<file path="src/rtl/spi_seq_pkg.sv">
// Shared types and constants for the SPI host sequencer.
package spi_seq_pkg;

  // Sequencer FSM states
  typedef enum logic [2:0] {
    IDLE  = 3'd0,
    SETUP = 3'd1,
    PUSH  = 3'd2,
    GAP   = 3'd3,
    DRAIN = 3'd4,
    DONE  = 3'd5
  } seq_state_t;

  // Master TX FIFO depth; a burst may use at most depth-1 entries
  localparam int SPI_TX_FIFO_DEPTH = 16;
  // Byte clocked out while reading
  localparam logic [7:0] SPI_DUMMY_BYTE = 8'h00;
  localparam int SPI_ADDR_W = 7;

  // Larger of two integers, used to size the shared timer
  function automatic int max_int(input int a, input int b);
    return (a > b) ? a : b;
  endfunction

endpackage

</file>
<file path="src/rtl/seq_timer.sv">
// Loadable down-counter with a zero flag, shared by the GAP and DRAIN waits.
module seq_timer #(
  parameter int W = 4
) (
  input  logic         Mclk,
  input  logic         nReset,
  input  logic         i_load,
  input  logic [W-1:0] i_load_val,
  input  logic         i_dec,
  output logic         o_zero
);

  logic [W-1:0] r_count;

  // Load has priority; decrement saturates at zero so the count never wraps
  always_ff @(posedge Mclk) begin
    if (!nReset) begin
      r_count <= '0;
    end else if (i_load) begin
      r_count <= i_load_val;
    end else if (i_dec && (r_count != '0)) begin
      r_count <= r_count - 1'b1;
    end
  end

  assign o_zero = (r_count == '0);

endmodule

</file>
<file path="src/rtl/spi_host_sequencer.sv">
// Turns host commands into a paced byte stream for the SPI master, holding
// Address/Read_RQ steady for the whole transaction. Pacing is open-loop since
// the master has no back-pressure: GAP between pushes, DRAIN after a burst.
module spi_host_sequencer
  import spi_seq_pkg::*;
#(
  parameter int GAP_CYCLES   = 4,
  parameter int DRAIN_CYCLES = 512,
  parameter int MAX_BURST    = 15   // must stay below SPI_TX_FIFO_DEPTH
) (
  input  logic                  Mclk,
  input  logic                  nReset,
  input  logic                  cmd_valid,
  output logic                  cmd_ready,
  input  logic                  cmd_rd,
  input  logic [SPI_ADDR_W-1:0] cmd_addr,
  input  logic [3:0]            cmd_len,
  input  logic [7:0]            wr_data,
  input  logic                  wr_data_valid,
  output logic                  wr_data_ready,
  output logic [7:0]            BUS_IN,
  output logic                  Data_Available,
  output logic [SPI_ADDR_W-1:0] Address,
  output logic                  Read_RQ,
  output logic                  busy,
  output logic                  done,
  output logic                  err_len
);

  localparam int TMR_W = $clog2(max_int(GAP_CYCLES, DRAIN_CYCLES) + 1);
  localparam logic [3:0]       MAX_LEN    = 4'(MAX_BURST);
  localparam logic [TMR_W-1:0] GAP_LOAD   = TMR_W'(GAP_CYCLES - 1);
  localparam logic [TMR_W-1:0] DRAIN_LOAD = TMR_W'(DRAIN_CYCLES - 1);

  seq_state_t r_state, w_state_next;

  logic                  r_rd;
  logic [3:0]            r_len;
  logic [3:0]            r_count;
  logic [7:0]            r_bus_in;
  logic                  r_data_avail;
  logic [SPI_ADDR_W-1:0] r_address;
  logic                  r_read_rq;
  logic                  r_err_len;
  logic                  r_tmr_first;

  logic             w_len_ok;
  logic             w_accept;
  logic             w_push;
  logic             w_tmr_load;
  logic             w_tmr_dec;
  logic             w_tmr_zero;
  logic [TMR_W-1:0] w_tmr_val;
  logic             w_cmd_ready;
  logic             w_wr_ready;
  logic             w_busy;
  logic             w_done;

  assign w_len_ok = (cmd_len != 4'd0) && (cmd_len <= MAX_LEN);

  // State register
  always_ff @(posedge Mclk) begin
    if (!nReset) begin
      r_state <= IDLE;
    end else begin
      r_state <= w_state_next;
    end
  end

  // Next-state logic and per-cycle strobes. GAP/DRAIN spend their first
  // cycle loading the timer, so each lasts N+1 cycles.
  always_comb begin
    w_state_next = r_state;
    w_accept     = 1'b0;
    w_push       = 1'b0;
    w_tmr_load   = 1'b0;
    w_tmr_dec    = 1'b0;
    w_tmr_val    = GAP_LOAD;
    w_cmd_ready  = 1'b0;
    w_wr_ready   = 1'b0;
    w_busy       = 1'b1;
    w_done       = 1'b0;
    case (r_state)
      IDLE: begin
        w_busy      = 1'b0;
        w_cmd_ready = nReset;
        w_accept    = cmd_valid && nReset;
        if (w_accept && w_len_ok) begin
          w_state_next = SETUP;
        end
      end
      SETUP: begin
        w_state_next = PUSH;
      end
      PUSH: begin
        if (r_rd || wr_data_valid) begin
          w_push       = 1'b1;
          w_wr_ready   = !r_rd && nReset;
          w_state_next = (r_count > 4'd1) ? GAP : DRAIN;
        end
      end
      GAP, DRAIN: begin
        w_tmr_val = (r_state == GAP) ? GAP_LOAD : DRAIN_LOAD;
        if (r_tmr_first) begin
          w_tmr_load = 1'b1;
        end else if (w_tmr_zero) begin
          w_state_next = (r_state == GAP) ? PUSH : DONE;
        end else begin
          w_tmr_dec = 1'b1;
        end
      end
      DONE: begin
        w_done       = 1'b1;
        w_state_next = IDLE;
      end
      default: begin
        w_state_next = IDLE;
      end
    endcase
  end

  // Command capture, byte counter and master-facing registered outputs
  always_ff @(posedge Mclk) begin
    if (!nReset) begin
      r_rd         <= 1'b0;
      r_len        <= 4'd0;
      r_count      <= 4'd0;
      r_bus_in     <= 8'h00;
      r_data_avail <= 1'b0;
      r_address    <= '0;
      r_read_rq    <= 1'b0;
      r_err_len    <= 1'b0;
      r_tmr_first  <= 1'b0;
    end else begin
      r_data_avail <= w_push;
      r_tmr_first  <= w_push;
      r_err_len    <= w_accept && !w_len_ok;
      if (w_accept && w_len_ok) begin
        r_rd      <= cmd_rd;
        r_len     <= cmd_len;
        r_address <= cmd_addr;
        r_read_rq <= cmd_rd;
      end
      if (r_state == SETUP) begin
        r_count <= r_len;
      end else if (w_push && (r_count != 4'd0)) begin
        r_count <= r_count - 4'd1;
      end
      if (w_push) begin
        r_bus_in <= r_rd ? SPI_DUMMY_BYTE : wr_data;
      end
      if (r_state == DONE) begin
        r_read_rq <= 1'b0;
      end
    end
  end

  seq_timer #(
    .W(TMR_W)
  ) u_timer (
    .Mclk       (Mclk),
    .nReset     (nReset),
    .i_load     (w_tmr_load),
    .i_load_val (w_tmr_val),
    .i_dec      (w_tmr_dec),
    .o_zero     (w_tmr_zero)
  );

  assign cmd_ready      = w_cmd_ready;
  assign wr_data_ready  = w_wr_ready;
  assign BUS_IN         = r_bus_in;
  assign Data_Available = r_data_avail;
  assign Address        = r_address;
  assign Read_RQ        = r_read_rq;
  assign busy           = w_busy;
  assign done           = w_done;
  assign err_len        = r_err_len;

endmodule

</file>
<file path="config.mk">
export PLATFORM = sky130hd
export DESIGN_NAME = spi_host_sequencer
export DESIGN_NICKNAME = d
export VERILOG_FILES = /design/src/rtl/spi_seq_pkg.sv /design/src/rtl/seq_timer.sv /design/src/rtl/spi_host_sequencer.sv
export SDC_FILE = /design/constraint.sdc
export NUM_CORES = 1
export LEC_CHECK = 0
export BUFFER_PORTS_ARGS = -buffer_cell sky130_fd_sc_hd__buf_2
export CAP_MARGIN = 20
export CORE_ASPECT_RATIO = 0.7
export CORE_MARGIN = 1.5
export CORE_UTILIZATION = 45
export CTS_CLUSTER_DIAMETER = 30
export CTS_CLUSTER_SIZE = 12
export DETAILED_ROUTE_END_ITERATION = 16
export PLACE_DENSITY_LB_ADDON = 0.3
export SYNTH_ARGS = -nofsm -noshare
export SYNTH_HDL_FRONTEND = slang
export SYNTH_SLANG_ARGS = --single-unit
</file>
<file path="constraint.sdc">
create_clock -name Mclk -period 4.3 [get_ports Mclk]
set_input_delay 0.86 -clock Mclk [delete_from_list [all_inputs] [get_ports Mclk]]
set_output_delay 0.86 -clock Mclk [all_outputs]
set_load 0.01 [all_outputs]
</file>
## After elaboration in Yosys (flattened, before gate mapping)

Cells that the tools add are included.

| storage, ports and cells | value |
|---|---|
| register bits | 40 |
| bits of input ports | 24 |
| output and inout bits | 22 |
| logic and storage cells | 72 |

| operators by class | value |
|---|---|
| add/sub/neg operators | 2 |
| magnitude comparators | 2 |
| equality and inequality tests | 9 |
| muxes and demuxes | 27 |
| bitwise gates (word level) | 1 |
| reduce and logical (&&, ||, !) cells | 21 |

Operator list:

| kind | count |
|---|---|
| $mux 10 | 2 |
| $mux 3 | 6 |
| $mux 9 | 2 |
| $mux 1 | 13 |
| $pmux 3 s4 | 1 |
| $logic_not 10->1 | 1 |
| $reduce_bool 10->1 | 1 |
| $sub 10x1->10 const B | 1 |
| $logic_and 1x1->1 | 8 |
| $mux 4 | 2 |
| $mux 8 | 1 |
| $reduce_bool 4->1 | 2 |
| $eq 3x2->1 const B | 2 |
| $eq 3x3->1 const B | 2 |
| $ne 2x2->1 const B | 3 |
| $gt 4x1->1 const B | 1 |
| $le 4x4->1 const B | 1 |
| $reduce_and 4->1 | 1 |
| $reduce_bool 2->1 | 2 |
| $reduce_or 2->1 | 2 |
| $sub 4x1->4 const B | 1 |
| $eq 3x1->1 const B | 1 |
| $logic_not 3->1 | 1 |
| $logic_not 1->1 | 2 |
| other kinds (3) | 3 |

## Longest topological paths before layout

| depth | value |
|---|---|
| depth in word-level cells | 7 |
| depth in mapped cells | 8 |
| mapped depth without buffers | 6 |

## Cells and area by module

A second synthesis with hierarchy kept.

| unflattened totals | value |
|---|---|
| cell total of the unflattened synthesis | 221 |
| area total of the unflattened synthesis | 1929.4 um^2 |

Modules (own cells, without submodules):

| module | times used | cells an instance | area an instance (um^2) | seq. area each (um^2) |
|---|---|---|---|---|
| spi_host_sequencer | 1 | 147 | 1331.3 | 600.6 |
| seq_timer | 1 | 74 | 598.1 | 200.2 |

## Least setup slack after synthesis

Ideal clock, no wire load.

| timing | value |
|---|---|
| path type | input-to-output |
| start point | input nReset |
| end point | output wr_data_ready |
| arrival | 1840 ps |
| required time | 3440 ps |
| setup slack | 1600 ps |
| stages | 5 |
| buffers on the path | 2 |
| cell sequence | clkbuf_1 inv_2 nor4_1 nor2b_1 clkbuf_1 |

| between the ends | value |
|---|---|
| word-level cells in the longest chain between the ends | 3 |

Ends and longest elaborated chain:

| item | line | text |
|---|---|---|
| start, declared | spi_host_sequencer.sv:12 | `input logic nReset,` |
| $logic_and 1x1->1 | spi_host_sequencer.sv:98 | `w_wr_ready = !r_rd && nReset;` |
| $mux 1 | spi_host_sequencer.sv:96 | `if (r_rd \|\| wr_data_valid) begin` |
| $mux 1 | spi_host_sequencer.sv:83 | `case (r_state)` |
| end, declared | spi_host_sequencer.sv:20 | `output logic wr_data_ready,` |

Every way passes these cells.

## Final worst setup path

Ends and elaborated chain as after synthesis.

==> results.py <==
metrics = {
    "die": {
        "die_y_um": 57.9,
        "dieArea_um2": 4720,
        "core_um2": 4020,
        "initial_utilization_pct": 48.2,
        "rows": 19,
        "dieWidth_um": 81.4,
        "num_io_pins": 46,
    },
    "grt": {
        "grtUsageMet2_pct": 28.2,
        "busiest_layer": "met1",
        "grt_pass1_vias": 1550,
        "grt_use_met3_pct": 5.83,
        "grt_pass1_wl_um": 7460,
        "grt_max_degree": 26,
        "grtUsageMet1_pct": 31.1,
        "antenna_found_initial": 0,
        "grt_util_all_layers_pct": 21.0,
        "grt_overflow_total": 0,
    },
    "sta": {
        "final.min_clock_period_ns": 3.09,
        "final.setup.tns_ns": 0,
        "finalHoldViolations": 0,
        "max_slew_margin_pct": 28.2,
        "final-setup-viol-count": 0,
        "period_share_pct": 71.8,
        "fin_skew_ns": 0.00391,
        "slew_violations": 0,
        "worstMarginPinSlew_ns": 1.07,
        "fmaxAchievable_mhz": 324,
        "grt_setup_unrepaired": "false",
    },
    "critical_path": {
        "crit_start": "nReset",
        "cp_data_required_time_ns": 3.44,
        "r2r-start": "r_state[2]$_SDFFE_PN0P_",
        "crit_path_start_kind": "input port",
        "cp-end-kind": "output port",
        "critical_path_arrival_ns": 2.23,
        "critPathKind": "in -> out",
        "crit_fanout": 25,
    },
    "hold_path": {
        "hp-start": "BUS_IN[5]$_SDFFE_PN0P_",
        "hold_class": "reg -> reg",
    },
    "power_and_ir_drop": {
        "power_mw": 1.01,
        "irDropWorstVdd_v": 0.000256,
        "p_leak_nw": 0.947,
        "swShare_pct": 32.0,
        "seqPwrFrac_pct": 45.4,
        "pwr-share-comb_pct": 24.6,
        "p_int_mw": 0.690,
        "netSwitchingPower_mw": 0.325,
        "p_per_area_nw_per_um2": 444,
        "clkPwrFrac_pct": 30.0,
    },
    "final_layout": {
        "syn_to_final_growth_pct": 17.8,
        "final_cell_mix": "buf_2 (45), dfxtp_1 (40), nor2_1 (25), mux2i_1 (13), inv_1 (10)",
        "fin_area_um2": 2280,
        "layout-drive-gt1-share_pct": 24.0,
        "nets": 281,
        "nFillCells": 342,
        "antenna_cells": 0,
        "layout.cells.most_common": "buf_2",
        "fin_util_pct": 56.8,
    },
    "clock_network": {
        "cts_resized": 0,
        "hold_buffers": 0,
        "htree_levels": 2,
        "clk_path_buf_depth": 2,
        "clkSlewWorstSetupHoldPaths_ns": 0.07,
        "cts_tree": "done",
        "cts_made_buffers": 5,
        "clkSinkCount": 40,
        "clk_latency_ns": 0.29,
        "ctsRootBufferMaster": "clkbuf_8",
        "postCtsSetupBuffers": 0,
    },
    "drt": {
        "wirelength_um": 4560,
        "ant_nets": 0,
        "routed-via-count": 1801,
        "initialDrtViolationCount": 150,
        "wl_per_cell_um": 14.9,
        "dr.pass1.iters": 4,
        "viasPerCell": 5.89,
        "drc_errors": 0,
    },
    "logic_synthesis": {
        "yosys.area.top_type_share_pct": 41.3,
        "netlist_area_um2": 1940,
        "synth-seq-cells": 40,
        "netlist_instances": 215,
        "async_flop_share_pct": 0,
        "syn_nets": 243,
        "synth-edff-count": 0,
        "yosys_warnings": 0,
        "synth.distinct_cells": 53,
        "ys.flop_type": "dfxtp_1",
        "yosys-top-cells-area": "dfxtp_1 (41%), mux2i_1 (6.7%), nor2_1 (4.8%), a22o_1 (3.6%), ha_1 (2.6%)",
        "syn_area_per_cell_um2": 9.01,
        "yosysSeqAreaShare_pct": 41.3,
        "synth.largest_area_cell": "dfxtp_1",
    },
    "place": {
        "postPlaceCellArea_um2": 2180,
        "place_congestion": 0.876,
        "place_hpwl_um": 3070,
        "port_buffers": 45,
    },
    "run_status": {
        "outcome": "complete, no violations",
    },
    "job": {
        "cap_viol_max_count": 0,
    },
}
-- per-layer routing --
layer	up-vias	share of wire, %
li1	888	-
met5	-	0
met1	821	49
met3	13	7.5
met4	0	1.7
met2	79	42
-- synth_stat cells, drive strengths merged, types with 4 or more instances --
library cell	count
a21oi	8
o311ai	4
ha	4
o21ai	10
nor3	8
inv	11
nor2	25
nor4	6
clkbuf	12
a31oi	5
dfxtp	40
mux2i	13
nand2	8
a22o	8
-- area by class of cell --
cell class / count / area, um^2 / share of cell area [%]
Multi-Input combinational cell: 149 / 1040 / 45.4
Sequential cell: 40 / 801 / 35.1
Tap cell: 52 / 65.1 / 2.85
Inverter: 11 / 41.3 / 1.81
Clock inverter: 2 / 35.0 / 1.53
Clock buffer: 6 / 72.6 / 3.18
Timing Repair Buffer: 46 / 233 / 10.2
-- critical path, stage by stage --
cell and delay [ns]:
buf_2 0.28, inv_2 0.27, nor4_1 0.34, nor2b_1 0.17
buf_4 0.16, buf_2 0.14
-- worst paths after layout --
path | end | slack, ns | cells past startpoint
max | wr_data_ready | 1.21 | 6
min | BUS_IN[5]$_SDFFE_PN0P_ | 0.47 | 1
max reg2reg | u_timer.r_count[4]$_SDFFE_PN0P_ | 2.02 | 4
min reg2reg | BUS_IN[5]$_SDFFE_PN0P_ | 0.47 | 1
-- cell families after synthesis --
| family | share of synthesized area, % |
|---|---|
| DFF | 41.3 |
| adders and majority gates | 2.58 |
| muxes | 6.71 |
| AOI/OAI and AO/OA | 22.2 |
| xor gates and xnor gates | 0.452 |
| buffers and inverters | 5.68 |
| and+or+nand+nor | 21.0 |
-- power by group through the flow --
stage | Sequential [mW] | Clock, mW | Combinational (mW)
2_1_floorplan | 0.443 | 0 | 0.201
6_report | 0.461 | 0.305 | 0.249
4_1_cts | 0.460 | 0.309 | 0.249
5_1_grt | 0.468 | 0.330 | 0.277
3_3_place_gp | 0.468 | 0 | 0.241
3_5_place_dp | 0.468 | 0 | 0.246
-- per-stage QoR --
stage	cells	setup slack, ns	hold WS [ns]
4_1_cts	306	1.23	0.473
3_3_place_gp	298	1.29	0.454
6_report	306	1.21	0.475
5_1_grt	306	1.04	0.486
3_5_place_dp	298	1.24	0.456
2_1_floorplan	215	1.60	0.440
-- flip-flops by register name (all words and copies together), names as in the netlist --
name,flops
BUS_IN,8
r_state,3
Read_RQ,1
r_count,4
r_rd,1
u_timer.r_count,10
err_len,1
Address,7
r_len,4
r_tmr_first,1
No activity file was read; power rests on OpenSTA's default activity.
